**src/rtl/tartaruga_pkg.sv**
```systemverilog
// -----------------------------------------------------------------------------
// tartaruga_pkg
//   Shared core types for the store buffer.
//   - sb_state_t         : per-entry lifecycle (FREE -> ALLOC -> COMMITTED -> FREE)
//   - sb_entry_t         : one store entry at the core's native XLEN widths
//   - store_buffer_idx_t : entry index for the core-level STORE_BUFFER_SIZE
//   - sb_is_live()       : true for any entry that still holds a store
// -----------------------------------------------------------------------------
package tartaruga_pkg;

  localparam int unsigned XLEN              = 32;
  localparam int unsigned STORE_BUFFER_SIZE = 4;

  typedef logic [$clog2(STORE_BUFFER_SIZE)-1:0] store_buffer_idx_t;

  typedef enum logic [1:0] {
    SB_FREE      = 2'd0,
    SB_ALLOC     = 2'd1,
    SB_COMMITTED = 2'd2
  } sb_state_t;

  typedef struct packed {
    sb_state_t             state;
    logic [XLEN-1:0]       addr;
    logic [XLEN-1:0]       data;
    logic [XLEN/8-1:0]     be;
  } sb_entry_t;

  function automatic logic sb_is_live(input sb_state_t s);
    return s != SB_FREE;
  endfunction

endpackage : tartaruga_pkg

```
**src/rtl/store_buffer_fwd.sv**
```systemverilog
// -----------------------------------------------------------------------------
// store_buffer_fwd
//   Combinational load-forwarding search. Compares the load word address
//   against every live entry and returns the youngest match.
//   Ports:
//     head_i     : index of the oldest entry
//     state_i    : per-entry state
//     addr_i / data_i / be_i : per-entry payload
//     ld_addr_i  : load address (only the word address is compared)
//     ld_hit_o / ld_data_o / ld_be_o : forwarding result
// -----------------------------------------------------------------------------
module store_buffer_fwd
  import tartaruga_pkg::*;
#(
  parameter  int unsigned DEPTH  = 4,
  parameter  int unsigned ADDR_W = 32,
  parameter  int unsigned DATA_W = 32,
  localparam int unsigned IDX_W  = $clog2(DEPTH),
  localparam int unsigned BE_W   = DATA_W / 8,
  localparam int unsigned OFF_W  = $clog2(BE_W)
) (
  input  logic [IDX_W-1:0]  head_i,
  input  sb_state_t         state_i [DEPTH],
  input  logic [ADDR_W-1:0] addr_i  [DEPTH],
  input  logic [DATA_W-1:0] data_i  [DEPTH],
  input  logic [BE_W-1:0]   be_i    [DEPTH],
  input  logic [ADDR_W-1:0] ld_addr_i,
  output logic              ld_hit_o,
  output logic [DATA_W-1:0] ld_data_o,
  output logic [BE_W-1:0]   ld_be_o
);

  logic [IDX_W-1:0] idx;

  // Live entries are contiguous from head, so walking oldest to youngest and
  // letting each later match overwrite the result leaves the youngest one.
  // NOTE: every output of a combinational block gets a default first so no
  // path leaves it unassigned (which would infer a latch).
  always_comb begin
    ld_hit_o  = 1'b0;
    ld_data_o = '0;
    ld_be_o   = '0;
    idx       = '0;
    for (int i = 0; i < DEPTH; i++) begin
      idx = head_i + IDX_W'(i);
      if (sb_is_live(state_i[idx]) &&
          addr_i[idx][ADDR_W-1:OFF_W] == ld_addr_i[ADDR_W-1:OFF_W]) begin
        ld_hit_o  = 1'b1;
        ld_data_o = data_i[idx];
        ld_be_o   = be_i[idx];
      end
    end
  end

  // Byte-offset bits do not take part in the word compare.
  if (OFF_W > 0) begin : g_lo
    logic unused_lo;
    always_comb begin
      unused_lo = ^ld_addr_i[OFF_W-1:0];
      for (int i = 0; i < DEPTH; i++) begin
        unused_lo = unused_lo ^ (^addr_i[i][OFF_W-1:0]);
      end
    end
  end

endmodule : store_buffer_fwd

```
**src/rtl/store_buffer.sv**
```systemverilog
// -----------------------------------------------------------------------------
// store_buffer
//   Circular buffer of stores between the MEM stage and the data memory.
//   Stores are allocated at tail, committed by the ROB in order, and drained
//   from head to memory once committed. A flush drops uncommitted entries.
//   Optional feature: define STORE_BUFFER_FWD_EN to enable load forwarding;
//   otherwise the ld_* outputs are tied to zero.
//   Ports:
//     clk_i, rst_i            : clock, synchronous active-high reset
//     alloc_*                 : new store in, ready/index out
//     commit_valid_i/idx_i    : ROB commit of one entry
//     flush_i                 : discard all uncommitted entries
//     mem_*                   : data-memory write port (req/gnt handshake)
//     ld_addr_i, ld_*_o       : load forwarding port
//     count_o, empty_o        : occupancy
// -----------------------------------------------------------------------------
module store_buffer
  import tartaruga_pkg::*;
#(
  parameter  int unsigned DEPTH  = 4,
  parameter  int unsigned ADDR_W = 32,
  parameter  int unsigned DATA_W = 32,
  localparam int unsigned IDX_W  = $clog2(DEPTH),
  localparam int unsigned BE_W   = DATA_W / 8,
  localparam int unsigned CNT_W  = IDX_W + 1
) (
  input  logic              clk_i,
  input  logic              rst_i,
  input  logic              alloc_valid_i,
  input  logic [ADDR_W-1:0] alloc_addr_i,
  input  logic [DATA_W-1:0] alloc_data_i,
  input  logic [BE_W-1:0]   alloc_be_i,
  output logic              alloc_ready_o,
  output logic [IDX_W-1:0]  alloc_idx_o,
  input  logic              commit_valid_i,
  input  logic [IDX_W-1:0]  commit_idx_i,
  input  logic              flush_i,
  output logic              mem_req_o,
  output logic [ADDR_W-1:0] mem_addr_o,
  output logic [DATA_W-1:0] mem_data_o,
  output logic [BE_W-1:0]   mem_be_o,
  input  logic              mem_gnt_i,
  input  logic [ADDR_W-1:0] ld_addr_i,
  output logic              ld_hit_o,
  output logic [DATA_W-1:0] ld_data_o,
  output logic [BE_W-1:0]   ld_be_o,
  output logic [CNT_W-1:0]  count_o,
  output logic              empty_o
);

  sb_state_t         state_q [DEPTH];
  sb_state_t         state_c [DEPTH];
  sb_state_t         state_d [DEPTH];
  logic [ADDR_W-1:0] addr_q  [DEPTH];
  logic [DATA_W-1:0] data_q  [DEPTH];
  logic [BE_W-1:0]   be_q    [DEPTH];

  logic [IDX_W-1:0] head_q, head_d;
  logic [IDX_W-1:0] tail_q, tail_d;
  logic [CNT_W-1:0] count_q, count_d;
  logic [CNT_W-1:0] n_committed;

  logic alloc_fire;
  logic drain;

  assign alloc_ready_o = count_q < CNT_W'(DEPTH);
  assign alloc_idx_o   = tail_q;
  assign alloc_fire    = alloc_valid_i && alloc_ready_o && !flush_i;

  assign mem_req_o  = state_q[head_q] == SB_COMMITTED;
  assign drain      = mem_req_o && mem_gnt_i;
  // Payload is gated so the port reads zero whenever no request is pending.
  assign mem_addr_o = mem_req_o ? addr_q[head_q] : '0;
  assign mem_data_o = mem_req_o ? data_q[head_q] : '0;
  assign mem_be_o   = mem_req_o ? be_q[head_q]   : '0;

  assign count_o = count_q;
  assign empty_o = count_q == '0;

  // Commit is applied first so a same-cycle flush sees the entry as COMMITTED.
  always_comb begin
    state_c = state_q;
    if (commit_valid_i && state_q[commit_idx_i] == SB_ALLOC) begin
      state_c[commit_idx_i] = SB_COMMITTED;
    end

    n_committed = '0;
    for (int i = 0; i < DEPTH; i++) begin
      if (state_c[i] == SB_COMMITTED) n_committed = n_committed + CNT_W'(1);
    end

    state_d = state_c;
    if (drain) state_d[head_q] = SB_FREE;
    if (flush_i) begin
      for (int i = 0; i < DEPTH; i++) begin
        if (state_d[i] == SB_ALLOC) state_d[i] = SB_FREE;
      end
    end
    if (alloc_fire) state_d[tail_q] = SB_ALLOC;

    head_d = drain ? head_q + IDX_W'(1) : head_q;

    if (flush_i) begin
      // Committed entries sit contiguously from head; a full committed buffer
      // wraps tail back onto head, which is the correct full state.
      tail_d  = head_q + n_committed[IDX_W-1:0];
      count_d = drain ? n_committed - CNT_W'(1) : n_committed;
    end else begin
      tail_d  = alloc_fire ? tail_q + IDX_W'(1) : tail_q;
      count_d = count_q;
      if (alloc_fire) count_d = count_d + CNT_W'(1);
      if (drain)      count_d = count_d - CNT_W'(1);
    end
  end

  // NOTE: sequential state uses non-blocking assignments only so every flop
  // samples the pre-edge value of its inputs.
  always_ff @(posedge clk_i) begin
    if (rst_i) begin
      head_q  <= '0;
      tail_q  <= '0;
      count_q <= '0;
      for (int i = 0; i < DEPTH; i++) state_q[i] <= SB_FREE;
    end else begin
      head_q  <= head_d;
      tail_q  <= tail_d;
      count_q <= count_d;
      state_q <= state_d;
    end
  end

  // NOTE: payload storage has no reset; an entry's contents are only observed
  // while its state is non-FREE, and the state array is reset.
  always_ff @(posedge clk_i) begin
    if (alloc_fire) begin
      addr_q[tail_q] <= alloc_addr_i;
      data_q[tail_q] <= alloc_data_i;
      be_q[tail_q]   <= alloc_be_i;
    end
  end

`ifdef STORE_BUFFER_FWD_EN
  store_buffer_fwd #(
    .DEPTH  (DEPTH),
    .ADDR_W (ADDR_W),
    .DATA_W (DATA_W)
  ) u_fwd (
    .head_i    (head_q),
    .state_i   (state_q),
    .addr_i    (addr_q),
    .data_i    (data_q),
    .be_i      (be_q),
    .ld_addr_i (ld_addr_i),
    .ld_hit_o  (ld_hit_o),
    .ld_data_o (ld_data_o),
    .ld_be_o   (ld_be_o)
  );
`else
  assign ld_hit_o  = 1'b0;
  assign ld_data_o = '0;
  assign ld_be_o   = '0;

  logic unused_ld;
  assign unused_ld = ^ld_addr_i;
`endif

endmodule : store_buffer

```
**config.mk**
```make
export PLATFORM = sky130hd
export DESIGN_NAME = store_buffer
export DESIGN_NICKNAME = d
export VERILOG_FILES = /design/src/rtl/tartaruga_pkg.sv /design/src/rtl/store_buffer_fwd.sv /design/src/rtl/store_buffer.sv
export SDC_FILE = /design/constraint.sdc
export NUM_CORES = 1
export LEC_CHECK = 0
export ABC_AREA = 0
export BUFFER_PORTS_ARGS = -buffer_cell sky130_fd_sc_hd__buf_2
export CAP_MARGIN = 20
export CORE_MARGIN = 2
export CORE_UTILIZATION = 35
export CTS_CLUSTER_DIAMETER = 150
export DETAILED_ROUTE_END_ITERATION = 12
export HOLD_SLACK_MARGIN = 0.08
export PLACE_DENSITY = 0.57
export SKIP_LAST_GASP = 1
export SLEW_MARGIN = 20
export SYNTH_ARGS = -nofsm -noshare
export SYNTH_HDL_FRONTEND = slang
export SYNTH_SLANG_ARGS = --single-unit
```
**constraint.sdc**
```tcl
create_clock -name clk_i -period 5.8 [get_ports clk_i]
set_input_delay 1.16 -clock clk_i [delete_from_list [all_inputs] [get_ports clk_i]]
set_output_delay 1.16 -clock clk_i [all_outputs]
set_load 0.03 [all_outputs]
```
==> results of run 1 <==
[sequential cells by signal, summed over array words and instances, names as in the netlist, named ones only]
register / count
addr_q: 128
alloc_idx_o: 2
be_q: 16
count_o: 3
data_q: 128
head_q: 2
state_q: 8
[power by group]
group	switching, mW	internal, mW
clock network	0.826	1.28
logic	0.117	0.0577
registers	0.0107	2.33
[cell families (layout without fill, tap and decap cells)]
family	Yosys count	after routing	synth area share (%)
AOI/OAI and AO/OA	36	36	2.422
xor gates and xnor gates	10	10	0.8566
adders and majority gates	15	15	1.586
buffers and inverters	77	235	3.913
DFF	289	289	71.91
muxes	72	72	13.49
other	1	38	0.03170
and+or+nand+nor	116	116	5.785
[metal layers]
metal / share of wire (%) / GRT usage (%) / vias up / wire length (um)
li1: - / - / 2686 / -
met1: 42 / 17.26 / 3000 / 10020
met2: 49 / 22.71 / 178 / 11530
met3: 7.4 / 4.511 / 37 / 1747
met4: 1.8 / 3.755 / 2 / 435
met5: 0.055 / 0 / - / 13
[area by class of cell]
class	instances	area (um^2)
Antenna cell	1	2.502
Clock buffer	37	883.3
Clock inverter	25	244.0
Fill cell	2999	19340
Inverter	12	46.29
Multi-Input combinational cell	286	3003
Sequential cell	289	8516
Tap cell	448	560.5
Timing Repair Buffer	161	850.8
[worst max-delay path, stage by stage, from the launching register on]
cell     delay, ns
dfxtp_1       0.43
inv_1         0.14
mux4_2        0.90
buf_4         0.51
and2_1        0.22
buf_2         0.20
[worst paths after layout]
check,end,cells after the start,from
min,state_q[2],2,state_q[2]
max,mem_addr_o[19],5,head_q[0]
max reg2reg,count_o[2],13,state_q[4]
min reg2reg,state_q[2],2,state_q[2]
[placed cells by master, fill, tap and decap left out, drive strengths merged, types with 2 or more instances in the layout]
| cell type | netlist | final |
|---|---|---|
| a2111oi | 4 | 4 |
| a211oi | 4 | 4 |
| a21oi | 12 | 12 |
| a31oi | 2 | 2 |
| and2 | 73 | 73 |
| buf | 47 | 161 |
| bufinv | 0 | 4 |
| clkbuf | 17 | 37 |
| clkinv | 0 | 20 |
| conb | 1 | 37 |
| dfxtp | 17 | 17 |
| edfxtp | 272 | 272 |
| ha | 15 | 15 |
| inv | 12 | 12 |
| mux2i | 2 | 2 |
| mux4 | 70 | 70 |
| nand2 | 3 | 3 |
| nand2b | 2 | 2 |
| nor2 | 21 | 21 |
| nor2b | 9 | 9 |
| o211ai | 2 | 2 |
| o21ai | 4 | 4 |
| xnor2 | 8 | 8 |
[stage by stage]
step	util [%]	hold WS, ns	cells	power [mW]	cell area, um^2
detailed placement	38.71	0.5288	1195	2.559	12950
CTS	42.08	0.5393	1257	4.693	14080
finish	42.17	0.5366	1259	4.624	14110
floorplan	-	0.4986	652	2.507	11970
global route	42.17	0.5671	1258	4.789	14100
global placement	38.71	0.5242	1195	2.556	12950
==> flow_summary.yaml, run 1 <==
die:
  die_h_um: 187.9
  row_count: 67
  pin_count: 221
  core_area_um2: 33450
  dieArea_um2: 35290
  die_w_um: 187.9
  initial_utilization_pct: 35.37
logic_synthesis:
  synth.yosys.seq_area_share_pct: 71.91
  yosysWarningCount: 0
  syn_inst: 616
  synth_area_um2: 11830
  avgSynthCellArea_um2: 19.21
  synth-async-reset-ratio_pct: 0
  synth_common_cells: "edfxtp_1, and2_1, mux4_2, buf_4, nor2_1"
  yosysMostFrequentCell: "edfxtp_1"
  synth_top_area_share_pct: 69.04
  synth_seq_cells: 289
  yosys-top-cells-area: "edfxtp_1, mux4_2, and2_1"
  synth-edff-count: 272
  ys_types: 52
  synthFlopType: "edfxtp_1"
  yosys.area.top_type: "edfxtp_1"
drt:
  routedWlPerCell_um: 18.86
  viasPerCell: 4.689
  finalWirelength_um: 23750
  num_vias: 5903
  drc: 0
  dr.pass1.iters: 5
  drt_iter0_markers: 339
  antenna_left: 0
clock_tree:
  ctsHoldBuffers: 0
  post_cts_buffers: 0
  clock_sinks: 289
  insertion_delay_ns: 0.51
  numCtsBuffers: 34
  path_clk_slew_ns: 0.05
  cts_tree: "built"
  clockRootBuffer: "clkbuf_16"
  cts_resized: 0
  h-tree-depth: 2
  clockBufferDepth: 3
pwr:
  vdd_drop_max_uv: 270.9
  powerDensity_nw_per_um2: 327.8
  p_leak_nw: 4.988
sta:
  finalSetupTns_ns: 0
  skew_ns: 0.02272
  hold_viol: 0
  clock.fmax_mhz: 245.9
  slew_headroom_pct: 39.30
  setup_viol: 0
  layout_min_cycle_time_ns: 4.066
  fin_crit_sh_pct: 70.11
  rsz0062_at_grt: "false"
  slew_viol_final: 0
  worst_slack_ns: 1.734
  tightest_slew_ns: 0.9105
critical_path:
  end_kind: "primary output"
  rrSetupSlack_ns: 3.01
  cp_max_fo: 39
  critPathArrivalTime_ns: 2.91
  critPathRequiredTime_ns: 4.64
  crit_type: "register to primary output"
  crit_path_start_kind: "register"
placed_design:
  place_hpwl_um: 13720
  gp_congestion: 0.7311
  pre_cts_slack_ns: 2.088
  io_buffers: 151
hold_path:
  hold_class: "register to register"
global_routing:
  grt_use_total_pct: 13.69
  grt.overflow.total: 0
  grt_max_degree: 52
  grt_antenna_before_repair: 1
  grt_pass1_vias: 6208
  grt_pass1_wl_um: 36850
final_layout:
  finalNetCount: 907
  syn_to_final_growth_pct: 19.23
  layout-drive-gt1-share_pct: 37.28
job:
  drv_cap: 0
run_status:
  status: "completed"
Power figures use the tool's default switching activity.
==> inputs of run 2 (changes only) <==
ABC_AREA = 1   (was 0)
PLACE_DENSITY = 0.56   (was 0.57)
clock period = 4.1 ns   (was 5.8 ns; I/O delays follow)
==> flow_summary.yaml, run 2 <==
run_status:
  status: "completed"
sta:
  clock.fmax_mhz: 286.4
  hold_ws_ns: 0.4708
  layout_min_cycle_time_ns: 3.491
  fin_crit_sh_pct: 85.15
  setup_viol: 0
  skew_ns: 0.01606
  rsz0062_at_grt: "false"
  slew_viol_final: 0
  finalSetupTns_ns: 0
  hold_viol: 0
  tightest_slew_ns: 0.9726
  slew_headroom_pct: 35.16
  worst_slack_ns: 0.6088
final_layout:
  layout_common_cells: "nor2_1, edfxtp_1, buf_2"
  finalNetCount: 1318
  num_antenna_cells: 0
  syn_to_final_growth_pct: 18.15
  layout-drive-gt1-share_pct: 19.59
  final_common_cell: "nor2_1"
  largestRegisters: "addr_q: 128 flops, data_q: 128 flops, be_q: 16 flops"
clock_tree:
  clockRootBuffer: "clkbuf_16"
  clockBufferDepth: 3
  path_clk_slew_ns: 0.06
  cts_tree: "built"
  insertion_delay_ns: 0.56
  clock_sinks: 289
  post_cts_buffers: 0
  numCtsBuffers: 31
  cts_resized: 0
  h-tree-depth: 1
  ctsHoldBuffers: 0
logic_synthesis:
  synthFlopType: "edfxtp_1"
  yosys.area.top_type: "edfxtp_1"
  synth_seq_cells: 289
  synth-edff-count: 272
  synth_top_area_share_pct: 67.70
  synth-async-reset-ratio_pct: 0
  yosysMostFrequentCell: "nor2_1"
  synth.yosys.seq_area_share_pct: 70.52
  avgSynthCellArea_um2: 11.55
  ys_types: 36
  synth_area_um2: 12070
  yosysWarningCount: 0
  syn_inst: 1045
  synth_common_cells: "nor2_1, edfxtp_1, o21ai_0, a21oi_1, nand2_1"
  yosys-top-cells-area: "edfxtp_1, nor2_1, o21ai_0"
drt:
  dr.pass1.iters: 6
  finalWirelength_um: 27330
  drt_iter0_markers: 472
  routedWlPerCell_um: 16.39
  num_vias: 7813
  antenna_left: 0
  viasPerCell: 4.684
  drc: 0
pwr:
  p_total_mw: 6.151
  p_leak_nw: 5.342
  powerDensity_nw_per_um2: 431.5
  vdd_drop_max_uv: 359.8
critical_path:
  r2r_start: "state_q[2]"
  r2r-end: "count_o[2]"
  rrSetupSlack_ns: 1.43
  cp-endpoint: "mem_addr_o[4]"
  critPathRequiredTime_ns: 3.28
  critPathArrivalTime_ns: 2.67
  ff2ff_path_depth: 19
  critPathLaunch: "head_q[0]"
  end_kind: "primary output"
  cp_max_fo: 34
  crit_path_start_kind: "register"
  crit_type: "register to primary output"
placed_design:
  place_hpwl_um: 15680
  io_buffers: 151
  pre_cts_slack_ns: 0.7793
  gp_congestion: 0.7772
die:
  die_h_um: 189.7
  dieArea_um2: 35970
  initial_utilization_pct: 35.80
  row_count: 67
  core_area_um2: 33700
  die_w_um: 189.7
  pin_count: 221
global_routing:
  grt_max_degree: 93
  grt_use_total_pct: 15.08
  grt_antenna_before_repair: 2
  grt_pass1_vias: 7706
  grt_pass1_wl_um: 42370
  grt.overflow.total: 0
hold_path:
  hold_class: "primary input to register"
job:
  drv_cap: 0
-- run 2: cell count changes in the layout (fill, tap and decap cells not counted), moves of 40 or more --
cell	previous run	this run
a21oi_1	11	85
and2_1	68	0
mux4_2	70	0
nand2_1	3	43
nor2_1	21	283
o21ai_0	4	144
-- run 2: area by class of cell --
type | count | area (um^2)
fillers | 3157 | 19440
flip-flops and latches | 289 | 8513
multi-input cells | 658 | 3043
repair buffers | 173 | 1021
clock buffers | 42 | 827.0
well taps | 448 | 560.5
inverters | 42 | 163.9
clock inverters | 16 | 126.4
-- run 2: logic make-up after synthesis --
| logic type | synth area share, % |
|---|---|
| AOI/OAI and AO/OA | 10.16 |
| xor gates and xnor gates | 0.2178 |
| adders and majority gates | 1.556 |
| buffers and inverters | 5.403 |
| DFF | 70.52 |
| muxes | 0.08297 |
| other | 0.03108 |
| and+or+nand+nor | 12.03 |
-- run 2: layer usage --
layer  GRT usage [%]  vias up  part of all wire (%)
li1                -     3867                     -
met1           19.39     3746                    45
met2           26.28      161                    48
met5               0        -                 0.055
met4           3.965        4                   1.8
met3           2.767       35                   4.8
-- run 2: critical path, cell delays in order (launching register included) --
cell and delay [ns]:
dfxtp_1 0.46, inv_1 0.19, nand3_1 0.11, o211ai_1 0.10, nand2_2 0.36, buf_4 0.52, a21oi_1 0.14, buf_2 0.21
-- run 2: per-stage QoR --
stage          utilization [%]  instances  area (um^2)
6_report                 42.30       1668        14250
5_1_grt                  42.30       1668        14250
4_1_cts                  42.30       1668        14250
3_5_place_dp             39.47       1610        13300
3_3_place_gp             39.47       1610        13300
2_1_floorplan                -       1081        12200
-- run 2: how the worst min path moves through the flow --
| stage | startpoint | endpoint | slack (ns) | cells after the start |
|---|---|---|---|---|
| 3_5_place_dp | state_q[5] | state_q[5] | 0.50 | 2 |
| 5_1_grt | alloc_addr_i[31] | addr_q[1][31] | 0.44 | 1 |
| 4_1_cts | alloc_data_i[13] | data_q[0][13] | 0.44 | 1 |
| 2_1_floorplan | state_q[5] | state_q[5] | 0.46 | 2 |
| 3_3_place_gp | state_q[2] | state_q[2] | 0.49 | 2 |
| 6_report | alloc_data_i[30] | data_q[0][30] | 0.47 | 1 |
-- run 2: power breakdown --
part	internal, mW	total [mW]	leakage (nW)	switching (mW)
Sequential	3.29	3.30	2.61	0.0139
Combinational	0.0714	0.264	2.27	0.192
Clock	1.48	2.59	0.458	1.10
Total	4.84	6.15	5.34	1.31
==> inputs of run 3 (changes only) <==
ABC_AREA = default   (was 1)
PLACE_DENSITY = 0.57   (was 0.56)
==> flow_summary.yaml, run 3 (same netlist as run 1, synthesis figures left out) <==
final_layout:
  layout_common_cells: "edfxtp_1, buf_2, mux4_2"
  regArea_um2: 8516
  final_common_cell: "edfxtp_1"
  largestRegisters: "addr_q: 128 flops, data_q: 128 flops, be_q: 16 flops"
  fillerInstances: 3008
  finalNetCount: 911
  layout-drive-gt1-share_pct: 37.15
  syn_to_final_growth_pct: 19.65
  multi_input_area_um2: 3003
drt:
  drc: 0
  antenna_left: 0
  num_vias: 5967
  drt_iter0_markers: 385
  routedWlPerCell_um: 18.93
  finalWirelength_um: 23910
  dr.pass1.iters: 4
  viasPerCell: 4.724
sta:
  finalSetupTns_ns: 0
  hold_viol: 0
  tightest_slew_ns: 0.7294
  layout_min_cycle_time_ns: 3.391
  clock.fmax_mhz: 294.9
  rsz0062_at_grt: "false"
  setup_viol: 0
  slew_viol_final: 0
  fin_crit_sh_pct: 82.70
  skew_ns: 0.01892
  slew_headroom_pct: 51.37
  worst_slack_ns: 0.7094
run_status:
  status: "completed"
global_routing:
  grt_antenna_before_repair: 3
  grt_max_degree: 52
  grt_pass1_vias: 6202
  grt_pass1_wl_um: 36690
  grt_use_total_pct: 13.63
  grt.overflow.total: 0
clock_tree:
  cts_tree: "built"
  ctsHoldBuffers: 0
  path_clk_slew_ns: 0.06
  numCtsBuffers: 34
  cts_resized: 0
  post_cts_buffers: 0
  clock_sinks: 289
  clockRootBuffer: "clkbuf_16"
  h-tree-depth: 2
  clockBufferDepth: 3
  insertion_delay_ns: 0.50
placed_design:
  gp_congestion: 0.7336
  place_hpwl_um: 14170
  io_buffers: 151
  pre_cts_slack_ns: 0.7452
die:
  pin_count: 221
  die_h_um: 187.9
  dieArea_um2: 35290
  core_area_um2: 33450
  row_count: 67
  initial_utilization_pct: 35.37
  die_w_um: 187.9
pwr:
  p_leak_nw: 4.995
  vdd_drop_max_uv: 381.7
  powerDensity_nw_per_um2: 457.1
  p_total_mw: 6.470
critical_path:
  end_kind: "primary output"
  critPathRequiredTime_ns: 3.28
  cp_slowest_cell: "dfxtp_4"
  cp_num_buf_inv: 2
  critPathTopFamily: "flip-flops"
  crit_path_start_kind: "register"
  path_cells: "buf_4 -> mux4_2 -> and2_1 -> buf_2"
  cp_max_fo: 30
  crit_type: "register to primary output"
  critical_path.max_stage_delay_ns: 0.79
  critPathArrivalTime_ns: 2.57
hold_path:
  hold_class: "primary input to register"
job:
  drv_cap: 0
-- run 3: metrics by stage --
| step | std cells | cell area, um^2 | hold slack (ns) | util [%] |
|---|---|---|---|---|
| after floorplan | 652 | 11970 | 0.4986 | - |
| after global placement | 1200 | 13060 | 0.5223 | 39.05 |
| after detailed placement | 1200 | 13060 | 0.5295 | 39.05 |
| after CTS | 1261 | 14150 | 0.4998 | 42.31 |
| after global routing | 1262 | 14150 | 0.5044 | 42.31 |
| final | 1263 | 14160 | 0.5256 | 42.32 |
-- run 3: worst paths after layout --
check | cells after the start | endpoint | startpoint | slack (ns)
setup reg to reg | 13 | count_o[2] | state_q[4] | 1.36
hold / removal | 1 | addr_q[0][28] | alloc_addr_i[28] | 0.53
setup / recovery | 4 | mem_addr_o[29] | register | 0.71
hold reg to reg | 2 | state_q[2] | state_q[2] | 0.54
-- run 3: layout make-up --
class                      instances  area share, %
inverter                          12         0.3270
multi-input combinational        286          21.21
clock buffer                      46          6.479
clock inverter                    15          1.220
tap                              448          3.960
timing repair buffer             165          6.611
antenna                            2        0.03535
sequential                       289          60.16
-- run 3: layer usage --
layer / vias to the layer above / track usage (%) / part of all wire (%)
met5: - / 0 / 0.054
li1: 2694 / - / -
met2: 189 / 22.29 / 48
met1: 3051 / 17.80 / 43
met4: 2 / 3.271 / 1.4
met3: 31 / 4.286 / 7.3
-- run 3: where the power goes --
group / switching [mW] / total [mW] / internal (mW)
logic: 0.166 / 0.252 / 0.0857
registers: 0.0159 / 3.31 / 3.29
clock network: 1.14 / 2.91 / 1.77
total: 1.32 / 6.47 / 5.15
